==> src/rtl/fp_pkg.sv <==
// Shared definitions for the parametrised floating-point add/sub pipeline:
// default widths, flag positions, operand classes and special-value encodings.
package fp_pkg;

  localparam int unsigned ExpWDefault = 5;
  localparam int unsigned ManWDefault = 10;

  localparam int unsigned NumFlags      = 4;
  localparam int unsigned FlagInvalid   = 3;
  localparam int unsigned FlagOverflow  = 2;
  localparam int unsigned FlagUnderflow = 1;
  localparam int unsigned FlagInexact   = 0;

  typedef enum logic [1:0] {
    ClsZero,
    ClsNorm,
    ClsInf,
    ClsNan
  } fp_class_e;

  function automatic int unsigned bias(input int unsigned exp_w);
    return (32'd1 << (exp_w - 1)) - 32'd1;
  endfunction

  // Encodings are built in a 64-bit word; callers slice the low 1+exp_w+man_w bits.
  function automatic logic [63:0] inf_word(input int unsigned exp_w, input int unsigned man_w);
    return ((64'd1 << exp_w) - 64'd1) << man_w;
  endfunction

  function automatic logic [63:0] qnan_word(input int unsigned exp_w, input int unsigned man_w);
    return inf_word(exp_w, man_w) | (64'd1 << (man_w - 1));
  endfunction

  function automatic fp_class_e classify(input logic exp_ones, input logic exp_zero,
                                         input logic man_zero);
    if (exp_zero) return ClsZero;
    if (!exp_ones) return ClsNorm;
    if (man_zero) return ClsInf;
    return ClsNan;
  endfunction

endpackage

==> src/rtl/fp_lzc.sv <==
// Parametrised leading-zero counter; cnt_o equals Width when the input is all zero.
module fp_lzc #(
  parameter int unsigned Width = 14,
  parameter int unsigned CntW  = $clog2(Width + 1)
) (
  input  logic [Width-1:0] in_i,
  output logic [CntW-1:0]  cnt_o,
  output logic             zero_o
);

  logic found;

  always_comb begin
    cnt_o = '0;
    found = 1'b0;
    for (int i = int'(Width) - 1; i >= 0; i--) begin
      if (in_i[i]) begin
        found = 1'b1;
      end else if (!found) begin
        cnt_o = cnt_o + CntW'(1);
      end
    end
    zero_o = ~found;
  end

endmodule

==> src/rtl/fp_addsub_pipe.sv <==
// Four-stage streaming floating-point adder/subtractor with round-to-nearest-even,
// flush-to-zero, special-value handling and a global-stall valid/ready handshake.
module fp_addsub_pipe
  import fp_pkg::*;
#(
  parameter int unsigned EXP_W = ExpWDefault,
  parameter int unsigned MAN_W = ManWDefault
) (
  input  logic                 clk_59,
  input  logic                 rst_59,
  input  logic                 in_valid_59,
  output logic                 in_ready_59,
  input  logic [EXP_W+MAN_W:0] a_59,
  input  logic [EXP_W+MAN_W:0] b_59,
  input  logic                 sub_59,
  output logic                 out_valid_59,
  input  logic                 out_ready_59,
  output logic [EXP_W+MAN_W:0] c_59,
  output logic [NumFlags-1:0]  flags_59
);

  localparam int unsigned W    = 1 + EXP_W + MAN_W;
  localparam int unsigned SigW = MAN_W + 1;
  localparam int unsigned ExtW = MAN_W + 4;
  localparam int unsigned AlW  = 2 * MAN_W + 5;
  localparam int unsigned CntW = $clog2(ExtW + 1);
  localparam int unsigned EW   = ((EXP_W > CntW) ? EXP_W : CntW) + 2;

  localparam logic [63:0]   InfWide  = inf_word(EXP_W, MAN_W);
  localparam logic [63:0]   QnanWide = qnan_word(EXP_W, MAN_W);
  localparam logic [W-1:0]  InfPos   = InfWide[W-1:0];
  localparam logic [W-1:0]  Qnan     = QnanWide[W-1:0];
  localparam logic [EW-1:0] ExpMax   = EW'({EXP_W{1'b1}});

  typedef struct packed {
    logic             special;
    logic [W-1:0]     spec_word;
    logic             spec_inv;
    logic             sign;
    logic             eff_sub;
    logic [EXP_W-1:0] exp_x;
  } ctl_t;

  typedef struct packed {
    ctl_t             ctl;
    logic [EXP_W-1:0] diff;
    logic [SigW-1:0]  sig_x;
    logic [SigW-1:0]  sig_y;
  } s1_t;

  typedef struct packed {
    ctl_t            ctl;
    logic [ExtW-1:0] mx;
    logic [ExtW-1:0] my;
  } s2_t;

  typedef struct packed {
    ctl_t            ctl;
    logic [ExtW:0]   sum;
    logic [CntW-1:0] lzc;
    logic            zero;
  } s3_t;

  logic                en;
  logic                s1_valid_d, s1_valid_q, s2_valid_d, s2_valid_q, s3_valid_d, s3_valid_q;
  logic                out_valid_d, out_valid_q;
  s1_t                 s1_d, s1_q;
  s2_t                 s2_d, s2_q;
  s3_t                 s3_d, s3_q;
  logic [W-1:0]        c_d, c_q;
  logic [NumFlags-1:0] flags_d, flags_q;

  assign en           = !out_valid_q || out_ready_59;
  assign in_ready_59  = en;
  assign out_valid_59 = out_valid_q;
  assign c_59         = c_q;
  assign flags_59     = flags_q;

  always_comb begin
    s1_valid_d  = in_valid_59;
    s2_valid_d  = s1_valid_q;
    s3_valid_d  = s2_valid_q;
    out_valid_d = s3_valid_q;
  end

  // S1: unpack, classify, resolve specials, order operands by magnitude.
  logic             sa, sb, a_ge_b;
  logic [EXP_W-1:0] ea, eb;
  logic [MAN_W-1:0] ma, mb;
  fp_class_e        cls_a, cls_b;

  always_comb begin
    sa    = a_59[W-1];
    ea    = a_59[W-2:MAN_W];
    ma    = a_59[MAN_W-1:0];
    sb    = b_59[W-1] ^ sub_59;
    eb    = b_59[W-2:MAN_W];
    mb    = b_59[MAN_W-1:0];
    cls_a = classify(&ea, ~|ea, ~|ma);
    cls_b = classify(&eb, ~|eb, ~|mb);
    if (cls_a == ClsZero) ma = '0;
    if (cls_b == ClsZero) mb = '0;
    a_ge_b = {ea, ma} >= {eb, mb};

    s1_d                  = '0;
    s1_d.ctl.special      = 1'b1;
    s1_d.ctl.eff_sub      = sa ^ sb;
    if (cls_a == ClsNan || cls_b == ClsNan) begin
      s1_d.ctl.spec_word  = Qnan;
      s1_d.ctl.spec_inv   = 1'b1;
    end else if (cls_a == ClsInf && cls_b == ClsInf && sa != sb) begin
      s1_d.ctl.spec_word  = Qnan;
      s1_d.ctl.spec_inv   = 1'b1;
    end else if (cls_a == ClsInf) begin
      s1_d.ctl.spec_word  = {sa, InfPos[W-2:0]};
    end else if (cls_b == ClsInf) begin
      s1_d.ctl.spec_word  = {sb, InfPos[W-2:0]};
    end else if (cls_a == ClsZero && cls_b == ClsZero) begin
      s1_d.ctl.spec_word  = {sa & sb, {(W-1){1'b0}}};
    end else begin
      s1_d.ctl.special    = 1'b0;
    end

    if (a_ge_b) begin
      s1_d.ctl.sign  = sa;
      s1_d.ctl.exp_x = ea;
      s1_d.diff      = ea - eb;
      s1_d.sig_x     = {cls_a != ClsZero, ma};
      s1_d.sig_y     = {cls_b != ClsZero, mb};
    end else begin
      s1_d.ctl.sign  = sb;
      s1_d.ctl.exp_x = eb;
      s1_d.diff      = eb - ea;
      s1_d.sig_x     = {cls_b != ClsZero, mb};
      s1_d.sig_y     = {cls_a != ClsZero, ma};
    end
  end

  // S2: align Y into {sig, guard, round, sticky}.
  logic [AlW-1:0] wide, shifted;
  logic           far;

  always_comb begin
    s2_d     = '0;
    s2_d.ctl = s1_q.ctl;
    wide     = {s1_q.sig_y, {ExtW{1'b0}}};
    shifted  = wide >> s1_q.diff;
    far      = 32'(s1_q.diff) >= MAN_W + 3;
    s2_d.mx  = {s1_q.sig_x, 3'b000};
    if (far) begin
      s2_d.my = {{(ExtW-1){1'b0}}, |s1_q.sig_y};
    end else begin
      s2_d.my = {shifted[AlW-1:MAN_W+2], |shifted[MAN_W+1:0]};
    end
  end

  // S3: magnitude add/subtract; X >= Y so the difference is never negative.
  logic [ExtW:0]   sum;
  logic [CntW-1:0] lzc;
  logic            lzc_zero;

  always_comb begin
    if (s2_q.ctl.eff_sub) sum = {1'b0, s2_q.mx} - {1'b0, s2_q.my};
    else                  sum = {1'b0, s2_q.mx} + {1'b0, s2_q.my};
    s3_d      = '0;
    s3_d.ctl  = s2_q.ctl;
    s3_d.sum  = sum;
    s3_d.lzc  = lzc;
    s3_d.zero = lzc_zero;
  end

  fp_lzc #(
    .Width(ExtW),
    .CntW (CntW)
  ) u_lzc (
    .in_i  (sum[ExtW-1:0]),
    .cnt_o (lzc),
    .zero_o(lzc_zero)
  );

  // S4: normalise, round to nearest even, detect range exceptions, pack.
  logic [EW-1:0]    e_norm, e_rnd;
  logic [ExtW-1:0]  norm;
  logic [SigW-1:0]  mant;
  logic [SigW:0]    rounded;
  logic [MAN_W-1:0] man_out;
  logic             g, r, s, rnd_up;

  always_comb begin
    norm   = s3_q.sum[ExtW-1:0] << s3_q.lzc;
    e_norm = EW'(s3_q.ctl.exp_x) - EW'(s3_q.lzc);
    if (s3_q.sum[ExtW]) begin
      norm   = {s3_q.sum[ExtW:2], s3_q.sum[1] | s3_q.sum[0]};
      e_norm = EW'(s3_q.ctl.exp_x) + EW'(1);
    end
    mant    = norm[ExtW-1:3];
    g       = norm[2];
    r       = norm[1];
    s       = norm[0];
    rnd_up  = g & (r | s | mant[0]);
    rounded = {1'b0, mant} + (SigW + 1)'(rnd_up);
    e_rnd   = e_norm;
    man_out = rounded[MAN_W-1:0];
    if (rounded[SigW]) begin
      e_rnd   = e_norm + EW'(1);
      man_out = rounded[MAN_W:1];
    end

    c_d                  = {s3_q.ctl.sign, e_rnd[EXP_W-1:0], man_out};
    flags_d              = '0;
    flags_d[FlagInexact] = g | r | s;
    if (s3_q.ctl.special) begin
      c_d                  = s3_q.ctl.spec_word;
      flags_d              = '0;
      flags_d[FlagInvalid] = s3_q.ctl.spec_inv;
    end else if (s3_q.ctl.eff_sub && s3_q.zero) begin
      c_d     = '0;
      flags_d = '0;
    end else if (e_norm[EW-1] || e_norm == '0) begin
      c_d                    = {s3_q.ctl.sign, {(W-1){1'b0}}};
      flags_d                = '0;
      flags_d[FlagUnderflow] = 1'b1;
      flags_d[FlagInexact]   = 1'b1;
    end else if (e_rnd >= ExpMax) begin
      c_d                   = {s3_q.ctl.sign, InfPos[W-2:0]};
      flags_d               = '0;
      flags_d[FlagOverflow] = 1'b1;
      flags_d[FlagInexact]  = 1'b1;
    end
  end

  // Data registers only need the stall enable; valids and outputs also clear on reset.
  always_ff @(posedge clk_59) begin
    if (rst_59) begin
      s1_valid_q  <= 1'b0;
      s2_valid_q  <= 1'b0;
      s3_valid_q  <= 1'b0;
      out_valid_q <= 1'b0;
      c_q         <= '0;
      flags_q     <= '0;
    end else if (en) begin
      s1_valid_q  <= s1_valid_d;
      s2_valid_q  <= s2_valid_d;
      s3_valid_q  <= s3_valid_d;
      out_valid_q <= out_valid_d;
      s1_q        <= s1_d;
      s2_q        <= s2_d;
      s3_q        <= s3_d;
      c_q         <= c_d;
      flags_q     <= flags_d;
    end
  end

endmodule

==> config.mk <==
export PLATFORM = sky130hd
export DESIGN_NAME = fp_addsub_pipe
export DESIGN_NICKNAME = d
export VERILOG_FILES = /design/src/rtl/fp_pkg.sv /design/src/rtl/fp_lzc.sv /design/src/rtl/fp_addsub_pipe.sv
export SDC_FILE = /design/constraint.sdc
export NUM_CORES = 1
export LEC_CHECK = 0
export ABC_AREA = 1
export BUFFER_PORTS_ARGS = -buffer_cell sky130_fd_sc_hd__buf_2
export CAP_MARGIN = 20
export CORE_ASPECT_RATIO = 1.4
export CORE_MARGIN = 2
export CORE_UTILIZATION = 40
export CTS_BUF_LIST = sky130_fd_sc_hd__clkbuf_8
export CTS_CLUSTER_SIZE = 25
export DETAILED_ROUTE_END_ITERATION = 6
export PLACE_DENSITY = 0.53
export RECOVER_POWER = 50
export SLEW_MARGIN = 15
export SYNTH_ARGS = -nofsm -noshare
export SYNTH_HDL_FRONTEND = slang
export SYNTH_HIERARCHICAL = 1
export SYNTH_SLANG_ARGS = --single-unit
==> constraint.sdc <==
create_clock -name clk_59 -period 20.8 [get_ports clk_59]
set_clock_uncertainty 0.2 [all_clocks]
set_input_delay 4.16 -clock clk_59 [delete_from_list [all_inputs] [get_ports clk_59]]
set_output_delay 4.16 -clock clk_59 [all_outputs]
set_load 0.1 [all_outputs]
# Word level (Yosys, flattened, before mapping)
# Cells that the tools add are included.
totals:
  reg_bits: 171
  inputBits: 37
  wordCells: 186
op_classes:
  add_sub_neg: 21
  order_cmp: 3
  eq_ne: 5
  shifts: 2
  mux: 86
  n_bitwise: 11
  n_reduce_logical: 24
op_table:
  columns: ["op", "count"]
  rows:
  - ["2-to-1 mux 4 bit", 27]
  - ["2-to-1 mux 16 bit", 5]
  - ["adder 4 x 1 -> 4 bit, second input constant", 12]
  - ["2-to-1 mux 15 bit", 3]
  - ["2-to-1 mux 32 bit", 1]
  - ["2-to-1 mux 10 bit", 3]
  - ["2-to-1 mux 1 bit", 29]
  - ["right shift 25 x 5 -> 25 bit", 1]
  - ["2-to-1 mux 2 bit", 12]
  - ["OR reduction 10 bit", 2]
  - ["adder 14 x 14 -> 15 bit", 1]
  - [">= comparator 15 bit", 1]
  - ["subtractor 14 x 14 -> 15 bit", 1]
  - ["2-to-1 mux 14 bit", 1]
  - ["2-to-1 mux 7 bit", 2]
  - ["<< shifter 14 x 4 -> 14 bit", 1]
  - ["adder 11 x 1 -> 12 bit", 1]
  - ["OR reduction 12 bit", 1]
  - ["OR reduction 11 bit", 1]
  - ["AND reduction 5 bit", 2]
  - ["OR reduction 5 bit", 2]
  - ["subtractor 5 bit", 2]
  - ["2-to-1 mux 3 bit", 3]
  - ["== test 2 bit, second input constant", 4]
  - ["20 further kinds", 34]

# Depth between registers and ports, before layout
# Gate-level depths: netlist (run 1).
logic_depth:
  depth_word: 42
  depth_mapped: 53
  mapped_depth_nobuf: 52

# Cells and area by module
# Netlist (run 1), hierarchy kept.
modules_own_cells:
  columns: ["mod", "n_inst", "cells_per_inst", "area_each_um2"]
  rows:
  - ["fp_addsub_pipe", 1, 1029, 8628.3]
  - ["fp_lzc", 1, 201, 1024.7]

# Worst setup path after synthesis (run 1)
# Ideal clock, no wire load.
synth_path:
  kind: "input to register"
  from: "in out_ready_59"
  to: "reg s1_q[0] (netlist name), enable pin"
  setup_ps: 578
  t_arrival_ps: 8967
  required_ps: 20022
  path_slack_ps: 11055
  stages: 3
  path_buffers: 1
  cell_sequence: "nor2_1 > clkbuf_1 > nor2_1"
synth_via:
  elab_chain_len: 2
synth_lines:
  columns: ["item", "line", "source"]
  rows:
  - ["start: declaration", "fp_addsub_pipe.sv:17", "input logic out_ready_59,"]
  - ["logical OR 1 bit", "fp_addsub_pipe.sv:73", "assign en = !out_valid_q || out_ready_59;"]
  - ["AND reduction 2 bit (no line)", null, null]
  - ["end signal: assignment", "fp_addsub_pipe.sv:246", "s1_q <= s1_d;"]
  - ["end: declaration", "fp_addsub_pipe.sv:67", "s1_t s1_d, s1_q;"]
# No other way between the ends.
# A chain may end at the register's enable or synchronous reset.

# Final worst setup path (run 1)
layout_path:
  from: "in out_ready_59"
  to: "out in_ready_59"
layout_via:
  elab_chain_len: 1
layout_lines:
  columns: ["item", "line", "source"]
  rows:
  - ["logical OR 1 bit", "fp_addsub_pipe.sv:73", null]
  - ["end: declaration", "fp_addsub_pipe.sv:12", "output logic in_ready_59,"]
# No other way between the ends.

==> results of run 1 <==
## layout make-up
cell class	count	area [um^2]	share of cell area, %
clock buffer	17	234	2.23
tap	310	388	3.70
inverter	161	614	5.86
timing repair buffer	61	290	2.77
clock inverter	14	103	0.979
multi-input combinational	904	5130	48.9
sequential	132	3720	35.5
## kinds of logic after synthesis
family / synth area share, %
multiplexers: 0.415
AO/OA/AOI/OAI: 12.3
AND/OR/NAND/NOR: 29.5
flip-flops: 38.6
buffers and inverters: 7.97
XOR/XNOR: 2.45
adder cells (fa/ha/maj): 8.87
## routing by layer
metal	vias up	wire, um	global-route usage, %	share of wire, %
met1	3631	8900	19.7	41
met2	120	11900	34.4	54
li1	4218	-	-	-
met3	38	490	2.76	2.3
met5	-	0	0	0
met4	0	508	6.85	2.3
## how the worst max path moves through the flow
stage | startpoint | end | cells after the start
CTS | out_ready_59 | in_ready_59 | 5
global placement | out_ready_59 | in_ready_59 | 5
floorplan | out_ready_59 | s1_q[0] | 3
global route | out_ready_59 | in_ready_59 | 5
detailed placement | out_ready_59 | in_ready_59 | 5
finish | out_ready_59 | in_ready_59 | 5
## power groups by stage
stage | clock network [W] | logic (W) | registers (W)
3_5_place_dp | 0 | 0.000401 | 0.000360
4_1_cts | 0.000197 | 0.000403 | 0.000354
5_1_grt | 0.000207 | 0.000456 | 0.000359
2_1_floorplan | 0 | 0.000305 | 0.000374
3_3_place_gp | 0 | 0.000400 | 0.000360
6_report | 0.000190 | 0.000398 | 0.000354
## per-stage QoR
| stage | utilization, % | cells |
|---|---|---|
| 3_3_place_gp | 42.9 | 1568 |
| 6_report | 44.0 | 1599 |
| 4_1_cts | 44.3 | 1599 |
| 3_5_place_dp | 42.9 | 1568 |
| 5_1_grt | 44.0 | 1599 |
| 2_1_floorplan | - | 1230 |
## critical path: stages
cell      delay (ns)
buf_2           0.09
nor2_1          0.09
clkbuf_1        0.74
inv_1           0.37
buf_2           0.40
## flip-flops by register name, indices dropped and copies added (netlist names)
name and cells:
s1_q 39, c_59 16, flags_59 4, s2_valid_q 1, s1_valid_q 1, s2_q 37, out_valid_d 1, out_valid_59 1
s3_q 32
## layout by cell type (no fill, tap or decap), types with 24 or more instances in the layout
cell type,instances
dfxtp_1,24
nand3_1,90
a21oi_1,59
nor2_1,66
nand2_1,334
inv_1,148
ha_1,62
edfxtp_1,108
buf_2,43
o21ai_0,94
==> report_table.html, run 1 <==
<table>
<tr><th>Metric</th><th>Value</th></tr>
<tr><th colspan="2">Finish</th></tr>
<tr><td>Fraction of layout cells with a size suffix above 1</td><td>12.3%</td></tr>
<tr><td>P&amp;R area growth vs syn</td><td>8.57%</td></tr>
<tr><td>Final-layout fill cell count</td><td>2485</td></tr>
<tr><td>Finished layout cell area</td><td>0.0105 mm^2</td></tr>
<tr><td>Post-layout net count</td><td>1380</td></tr>
<tr><td>Antenna diode instance count</td><td>0</td></tr>
<tr><th colspan="2">Logic synthesis</th></tr>
<tr><td>Largest area contributor in the netlist</td><td>edfxtp_1</td></tr>
<tr><td>Proportion of netlist area held by the largest area contributor</td><td>33.6%</td></tr>
<tr><td>Count of yosys warnings during synthesis</td><td>6</td></tr>
<tr><td>Sequential cell area fraction in the yosys report</td><td>38.6%</td></tr>
<tr><td>Async set-reset flop share out of synthesis</td><td>0%</td></tr>
<tr><td>Predominant post-synthesis flop cell</td><td>edfxtp_1</td></tr>
<tr><td>Library cell with the highest instance count after synthesis</td><td>nand2_1</td></tr>
<tr><td>Mean post-synth cell area</td><td>7.85 um^2</td></tr>
<tr><td>Synth area leaders</td><td>edfxtp_1, nand2_1, ha_1</td></tr>
<tr><td>Count of flip-flops with a built-in enable after synthesis</td><td>108</td></tr>
<tr><td>Cells after synthesis</td><td>1230</td></tr>
<tr><td>Nets in the synthesized netlist</td><td>1333</td></tr>
<tr><td>Synthesized area</td><td>0.00965 mm^2</td></tr>
<tr><td>Flops &amp; latches, synth</td><td>132</td></tr>
<tr><td>Top post-synthesis cells by count</td><td>nand2_1, inv_1, edfxtp_1</td></tr>
<tr><td>Number of distinct library cells after synthesis</td><td>52</td></tr>
<tr><th colspan="2">STA</th></tr>
<tr><td>Worst setup slack after layout</td><td>10.58 ns</td></tr>
<tr><td>Worst Max-Slew Pin Slew</td><td>2.04 ns</td></tr>
<tr><td>Pins Over Slew Limit</td><td>28</td></tr>
<tr><td>Final hold slack</td><td>0.217 ns</td></tr>
<tr><td>Min cycle time layout</td><td>10.22 ns</td></tr>
<tr><td>Final clock period utilization by the worst path</td><td>49.1%</td></tr>
<tr><td>Final setup vio count</td><td>0</td></tr>
<tr><td>RSZ-0062 raised after global routing</td><td>false</td></tr>
<tr><td>Worst slew margin relative to its limit</td><td>-36.4%</td></tr>
<tr><td>Max Clock Freq</td><td>97.9 MHz</td></tr>
<tr><td>Endpoints failing hold</td><td>0</td></tr>
<tr><td>Total negative slack</td><td>0 ns</td></tr>
<tr><th colspan="2">Global route</th></tr>
<tr><td>Via count of the first global-routing pass</td><td>7938</td></tr>
<tr><td>Antenna violations before repair</td><td>0</td></tr>
<tr><td>Maximum number of pins on one net before global-route repair</td><td>84</td></tr>
<tr><td>Wire length of the first global-routing pass</td><td>36900 um</td></tr>
<tr><td>Total global-route track usage</td><td>18.0%</td></tr>
<tr><td>Total overflow reported by the global router</td><td>0</td></tr>
<tr><th colspan="2">Clock network</th></tr>
<tr><td># Post-CTS Setup Buffers</td><td>0</td></tr>
<tr><td>Clock Sinks</td><td>132</td></tr>
<tr><td>Post-CTS resize count</td><td>0</td></tr>
<tr><td>CTS tree</td><td>done</td></tr>
<tr><td>Cell at the root of the clock tree</td><td>clkbuf_8</td></tr>
<tr><td>CTS clk-pin slew, worst paths</td><td>0.08 ns</td></tr>
<tr><td>Longest Clk Path Bufs</td><td>2</td></tr>
<tr><td>Hold buffer count at cts</td><td>0</td></tr>
<tr><td>H-tree depth reported by CTS</td><td>4</td></tr>
<tr><td>TritonCTS buffer count</td><td>17</td></tr>
<tr><td>Clock Latency Late Sink</td><td>0.46 ns</td></tr>
<tr><th colspan="2">Power</th></tr>
<tr><td>Reg power frac</td><td>37.6%</td></tr>
<tr><td>Portion of total power attributed to combinational logic</td><td>42.2%</td></tr>
<tr><td>Internal Dissipation</td><td>0.000530 W</td></tr>
<tr><td>Reported net switching power</td><td>0.000412 W</td></tr>
<tr><td>Reported leakage power</td><td>4.87 nW</td></tr>
<tr><td>Net switching fraction of the power</td><td>43.7%</td></tr>
<tr><td>Share of total power in the clock network</td><td>20.2%</td></tr>
<tr><td>Power consumption</td><td>0.000942 W</td></tr>
<tr><td>Areal power density over the cells</td><td>89.9 mW/mm^2</td></tr>
<tr><td>Largest vdd supply drop</td><td>0.0369 mV</td></tr>
<tr><th colspan="2">Placement</th></tr>
<tr><td>Post-DP Area</td><td>0.0102 mm^2</td></tr>
<tr><td>Routability Congestion</td><td>0.864</td></tr>
<tr><td>DP Worst Slack</td><td>11.21 ns</td></tr>
<tr><td>Hpwl dp</td><td>17200 um</td></tr>
<tr><td>Number of buffers inserted by port buffering</td><td>58</td></tr>
<tr><th colspan="2">Floorplanning</th></tr>
<tr><td>Cell Rows</td><td>67</td></tr>
<tr><td>Overall die height</td><td>188 um</td></tr>
<tr><td>Standard cell core area</td><td>0.0238 mm^2</td></tr>
<tr><td>Overall die width</td><td>135 um</td></tr>
<tr><td>Initial cell density of the core</td><td>40.5%</td></tr>
<tr><td>Top Ports</td><td>59</td></tr>
<tr><td>Die Outline Area</td><td>0.0254 mm^2</td></tr>
<tr><th colspan="2">Min path</th></tr>
<tr><td>Worst Hold End</td><td>s2_q[28]</td></tr>
<tr><td>Origin of the worst min-delay path</td><td>s1_q[27]</td></tr>
<tr><td>Number of cells on the worst hold path</td><td>0</td></tr>
<tr><td>Hold Path Class</td><td>reg -&gt; reg</td></tr>
<tr><th colspan="2">Route</th></tr>
<tr><td>Average wire per standard cell</td><td>13.6 um</td></tr>
<tr><td>Via total after detailed routing</td><td>8007</td></tr>
<tr><td>Via/cell ratio</td><td>5.01</td></tr>
<tr><td>Post-route DRC</td><td>0</td></tr>
<tr><td>Sum of routed wire length over all layers</td><td>21800 um</td></tr>
<tr><td>TritonRoute pass-1 iters</td><td>5</td></tr>
<tr><td>Antenna Violating Nets Remaining</td><td>0</td></tr>
<tr><td>Initial drt markers</td><td>391</td></tr>
<tr><th colspan="2">Worst setup path</th></tr>
<tr><td>Endpoint required time on the critical path</td><td>16.44 ns</td></tr>
<tr><td>Arr. time, crit path</td><td>5.86 ns</td></tr>
<tr><td>Critical R2R Launch</td><td>s2_q[4]</td></tr>
<tr><td>Setup slack on the worst flop-to-flop path</td><td>13.19 ns</td></tr>
<tr><td>Reg-to-reg endpoint</td><td>s3_q[2]</td></tr>
<tr><td>Nature of the critical path startpoint</td><td>primary input</td></tr>
<tr><td>Crit. End Element</td><td>output port</td></tr>
<tr><td>Highest fanout seen on the critical path</td><td>24</td></tr>
<tr><td>Start-to-end type of the worst setup path</td><td>in -&gt; out</td></tr>
<tr><td>Cell count of the worst reg-to-reg path</td><td>44</td></tr>
<tr><th colspan="2">Job</th></tr>
<tr><td>Number of maximum-capacitance violations</td><td>1</td></tr>
<tr><th colspan="2">Outcome</th></tr>
<tr><td>Violations in the final reports</td><td>capacitance limit, slew limit</td></tr>
<tr><td>Result of the run</td><td>complete, but fails checks</td></tr>
</table>
Power figures use the tool's default switching activity.
==> run 2: changes to the inputs <==
--- a/config.mk
+++ b/config.mk
@@ -14,7 +14,7 @@
 export CTS_BUF_LIST = sky130_fd_sc_hd__clkbuf_8
 export CTS_CLUSTER_SIZE = 25
 export DETAILED_ROUTE_END_ITERATION = 6
-export PLACE_DENSITY = 0.53
+export PLACE_DENSITY = 0.55
 export RECOVER_POWER = 50
 export SLEW_MARGIN = 15
 export SYNTH_ARGS = -nofsm -noshare
==> constraint.sdc (replaced) <==
create_clock -name clk_59 -period 8.5 [get_ports clk_59]
set_clock_uncertainty 0.2 [all_clocks]
set_input_delay 1.7 -clock clk_59 [delete_from_list [all_inputs] [get_ports clk_59]]
set_output_delay 1.7 -clock clk_59 [all_outputs]
set_load 0.1 [all_outputs]
==> run 2 against run 1 <==
Net effect: the run still ends with capacitance limit, slew limit left; non-clock buffer count grew 1; sequential power grew 140%; core utilization grew 0.41 points; wire length shrank 0.45%; cell area grew 0.93%; via count grew 0.66%; die area is the same; critical path depth grew 39; register-to-register slack lost 12 ns; clock-buffer cell count is the same; setup slack lost 9.3 ns; flip-flop and latch count is the same; critical path type is now reg -> reg; critical endpoint is now s3_q[2]; largest power group unchanged.
==> report_table.html, run 2 (synthesis gave the netlist of run 1 again) <==
<table>
<tr><th>Metric</th><th>Value</th></tr>
<tr><th colspan="2">Finish</th></tr>
<tr><td>P&amp;R area growth vs syn</td><td>9.58% (was 8.57%)</td></tr>
<tr><td>Largest register FFs</td><td>39 (unchanged)</td></tr>
<tr><td>Highest-count cells in the layout ignoring fill and taps</td><td>nand2_1, inv_1, edfxtp_1 (unchanged)</td></tr>
<tr><td>Fraction of layout cells with a size suffix above 1</td><td>13.1% (was 12.3%)</td></tr>
<tr><td>Antenna diode instance count</td><td>0 (unchanged)</td></tr>
<tr><td>Finished layout cell area</td><td>0.0106 mm^2 (was 0.0105 mm^2)</td></tr>
<tr><td>Most frequent standard cell in the layout excluding fill and tap cells</td><td>nand2_1 (unchanged)</td></tr>
<tr><td>Post-layout net count</td><td>1381 (was 1380)</td></tr>
<tr><td>Register name with the most flops</td><td>s1_q (unchanged)</td></tr>
<tr><td>Final-layout fill cell count</td><td>2462 (was 2485)</td></tr>
<tr><td>Largest registers</td><td>s1_q: 39 flops, s2_q: 37 flops, s3_q: 32 flops (unchanged)</td></tr>
<tr><th colspan="2">Floorplanning</th></tr>
<tr><td>Initial cell density of the core</td><td>40.5% (unchanged)</td></tr>
<tr><td>Die Outline Area</td><td>0.0254 mm^2 (unchanged)</td></tr>
<tr><td>Standard cell core area</td><td>0.0238 mm^2 (unchanged)</td></tr>
<tr><td>Overall die height</td><td>188 um (unchanged)</td></tr>
<tr><td>Overall die width</td><td>135 um (unchanged)</td></tr>
<tr><td>Cell Rows</td><td>67 (unchanged)</td></tr>
<tr><td>Top Ports</td><td>59 (unchanged)</td></tr>
<tr><th colspan="2">STA</th></tr>
<tr><td>Final setup vio count</td><td>0 (unchanged)</td></tr>
<tr><td>Min cycle time layout</td><td>7.25 ns</td></tr>
<tr><td>Endpoints failing hold</td><td>0 (unchanged)</td></tr>
<tr><td>Worst Max-Slew Pin Slew</td><td>1.57 ns (was 2.04 ns)</td></tr>
<tr><td>Total negative slack</td><td>0 ns (unchanged)</td></tr>
<tr><td>RSZ-0062 raised after global routing</td><td>false (unchanged)</td></tr>
<tr><td>Pins Over Slew Limit</td><td>32 (was 28)</td></tr>
<tr><td>Max Clock Freq</td><td>138 MHz</td></tr>
<tr><td>Final clock period utilization by the worst path</td><td>85.3%</td></tr>
<tr><td>Worst slew margin relative to its limit</td><td>-4.79% (was -36.4%)</td></tr>
<tr><th colspan="2">Clock network</th></tr>
<tr><td>Clock Sinks</td><td>132 (unchanged)</td></tr>
<tr><td>Cell at the root of the clock tree</td><td>clkbuf_8 (unchanged)</td></tr>
<tr><td>H-tree depth reported by CTS</td><td>4 (unchanged)</td></tr>
<tr><td>CTS tree</td><td>done (unchanged)</td></tr>
<tr><td>TritonCTS buffer count</td><td>17 (unchanged)</td></tr>
<tr><td># Post-CTS Setup Buffers</td><td>0 (unchanged)</td></tr>
<tr><td>Hold buffer count at cts</td><td>0 (unchanged)</td></tr>
<tr><td>CTS clk-pin slew, worst paths</td><td>0.08 ns (about the same)</td></tr>
<tr><td>Clock Latency Late Sink</td><td>0.47 ns (was 0.46 ns)</td></tr>
<tr><td>Longest Clk Path Bufs</td><td>2 (unchanged)</td></tr>
<tr><td>Post-CTS resize count</td><td>0 (unchanged)</td></tr>
<tr><th colspan="2">Global route</th></tr>
<tr><td>Wire length of the first global-routing pass</td><td>36000 um (was 36900 um)</td></tr>
<tr><td>Antenna violations before repair</td><td>0 (unchanged)</td></tr>
<tr><td>Via count of the first global-routing pass</td><td>7870 (was 7938)</td></tr>
<tr><td>Total global-route track usage</td><td>17.7% (was 18.0%)</td></tr>
<tr><td>Total overflow reported by the global router</td><td>0 (unchanged)</td></tr>
<tr><td>Maximum number of pins on one net before global-route repair</td><td>63 (was 84)</td></tr>
<tr><th colspan="2">Route</th></tr>
<tr><td>Initial drt markers</td><td>503 (was 391)</td></tr>
<tr><td>Antenna Violating Nets Remaining</td><td>0 (unchanged)</td></tr>
<tr><td>Sum of routed wire length over all layers</td><td>21700 um (was 21800 um)</td></tr>
<tr><td>Via total after detailed routing</td><td>8060 (was 8007)</td></tr>
<tr><td>TritonRoute pass-1 iters</td><td>7 (was 5)</td></tr>
<tr><td>Average wire per standard cell</td><td>13.5 um (was 13.6 um)</td></tr>
<tr><td>Post-route DRC</td><td>0 (unchanged)</td></tr>
<tr><td>Via/cell ratio</td><td>5.03 (was 5.01)</td></tr>
<tr><th colspan="2">Power</th></tr>
<tr><td>Largest vdd supply drop</td><td>0.107 mV (was 0.0369 mV)</td></tr>
<tr><td>Areal power density over the cells</td><td>225 mW/mm^2 (was 89.9 mW/mm^2)</td></tr>
<tr><td>Reported leakage power</td><td>4.90 nW (was 4.87 nW)</td></tr>
<tr><th colspan="2">Worst setup path</th></tr>
<tr><td>Cell count of the worst reg-to-reg path</td><td>44 (unchanged)</td></tr>
<tr><td>End point of the critical path</td><td>s3_q[2] (was in_ready_59)</td></tr>
<tr><td>Crit path top cell by count</td><td>nand2_1 (was buf_2)</td></tr>
<tr><td>Reg-to-reg endpoint</td><td>s3_q[2] (unchanged)</td></tr>
<tr><td>Nature of the critical path startpoint</td><td>flop (was primary input)</td></tr>
<tr><td>Critical Path Max Stage Delay</td><td>0.48 ns (was 0.74 ns)</td></tr>
<tr><td>Start point of the critical path</td><td>s2_q[4] (was out_ready_59)</td></tr>
<tr><td>Setup slack on the worst flop-to-flop path</td><td>1.25 ns (was 13.19 ns)</td></tr>
<tr><td>Start-to-end type of the worst setup path</td><td>reg -&gt; reg (was in -&gt; out)</td></tr>
<tr><td>Slowest-stage cell, CP</td><td>o31ai_1 (was clkbuf_1)</td></tr>
<tr><td>Critical R2R Launch</td><td>s2_q[4] (unchanged)</td></tr>
<tr><td>Highest fanout seen on the critical path</td><td>7 (was 24)</td></tr>
<tr><td>Endpoint required time on the critical path</td><td>8.53 ns (was 16.44 ns)</td></tr>
<tr><td>Arr. time, crit path</td><td>7.28 ns (was 5.86 ns)</td></tr>
<tr><td>Crit. End Element</td><td>flop (was output port)</td></tr>
<tr><th colspan="2">Placement</th></tr>
<tr><td>Hpwl dp</td><td>17100 um (was 17200 um)</td></tr>
<tr><td>Post-DP Area</td><td>0.0102 mm^2 (about the same)</td></tr>
<tr><td>Routability Congestion</td><td>0.920 (was 0.864)</td></tr>
<tr><td>Number of buffers inserted by port buffering</td><td>58 (unchanged)</td></tr>
<tr><th colspan="2">Outcome</th></tr>
<tr><td>Violations in the final reports</td><td>capacitance limit, slew limit (unchanged)</td></tr>
<tr><td>Result of the run</td><td>complete, but fails checks (unchanged)</td></tr>
<tr><th colspan="2">Job</th></tr>
<tr><td>Number of maximum-capacitance violations</td><td>1 (unchanged)</td></tr>
<tr><th colspan="2">Min path</th></tr>
<tr><td>Hold Path Class</td><td>reg -&gt; reg (unchanged)</td></tr>
</table>
run 2: cell count changes in the layout (fill, tap and decap cells not counted), sizes merged:
| cell | change |
|---|---|
| clkinvlp | -1 |
| inv | +3 |
| clkbuf | +1 |
| clkinv | -2 |
| bufinv | +1 |
run 2: layout make-up:
cell class                      count  area, um^2  area share, %
Multi-Input combinational cell    904        5160           48.8
Sequential cell                   132        3720           35.2
Inverter                          161         614           5.81
Tap cell                          310         388           3.67
Timing Repair Buffer               62         294           2.78
Clock buffer                       17         234           2.21
Clock inverter                     15         164           1.55
run 2: worst min path at each step:
stage / slack, ns / endpoint / depth (start not counted) / start
after CTS: 0.22 / s2_q[20] / 0 / s1_q[14]
after global routing: 0.22 / s2_q[18] / 0 / s1_q[12]
after floorplan: 0.20 / s2_q[17] / 0 / s1_q[11]
after global placement: 0.20 / s3_q[27] / 0 / s2_q[35]
after detailed placement: 0.20 / s2_q[19] / 0 / s1_q[13]
final: 0.22 / s2_q[22] / 0 / s1_q[16]
run 2: metrics by stage:
step | instances | utilization (%) | hold slack [ns] | power [W] | setup WS, ns
6_report | 1601 | 44.4 | 0.219 | 0.00238 | 1.25
5_1_grt | 1601 | 44.4 | 0.223 | 0.00257 | 0.555
4_1_cts | 1601 | 44.6 | 0.219 | 0.00241 | 1.27
3_5_place_dp | 1569 | 42.9 | 0.205 | 0.00187 | 1.32
3_3_place_gp | 1569 | 42.9 | 0.202 | 0.00186 | 1.45
2_1_floorplan | 1230 | - | 0.200 | 0.00166 | 1.22
run 2: routing by layer:
metal  vias up  global-route usage [%]  wire length, um
met1      3661                    18.7             8760
li1       4222                       -                -
met2       139                    34.4            11900
met3        38                    2.57              528
met4         0                    6.73              503
met5         -                       0                0
run 2: power breakdown:
part / internal, W / total, W / switching [W]
sequential: 0.000793 / 0.000866 / 0.0000725
combinational: 0.000306 / 0.000984 / 0.000678
clock: 0.000244 / 0.000530 / 0.000285
total: 0.00134 / 0.00238 / 0.00104
run 2: worst max-delay path: cells and delay by family, from the launching register on:
family                   cells  cell delay (ns)
AO/OA/AOI/OAI                7             1.57
XOR/XNOR                     2             0.46
adder cells (fa/ha/maj)      7             1.97
buffers and inverters        7             0.40
flip-flops                   1             0.39
AND/OR/NAND/NOR             21             2.03
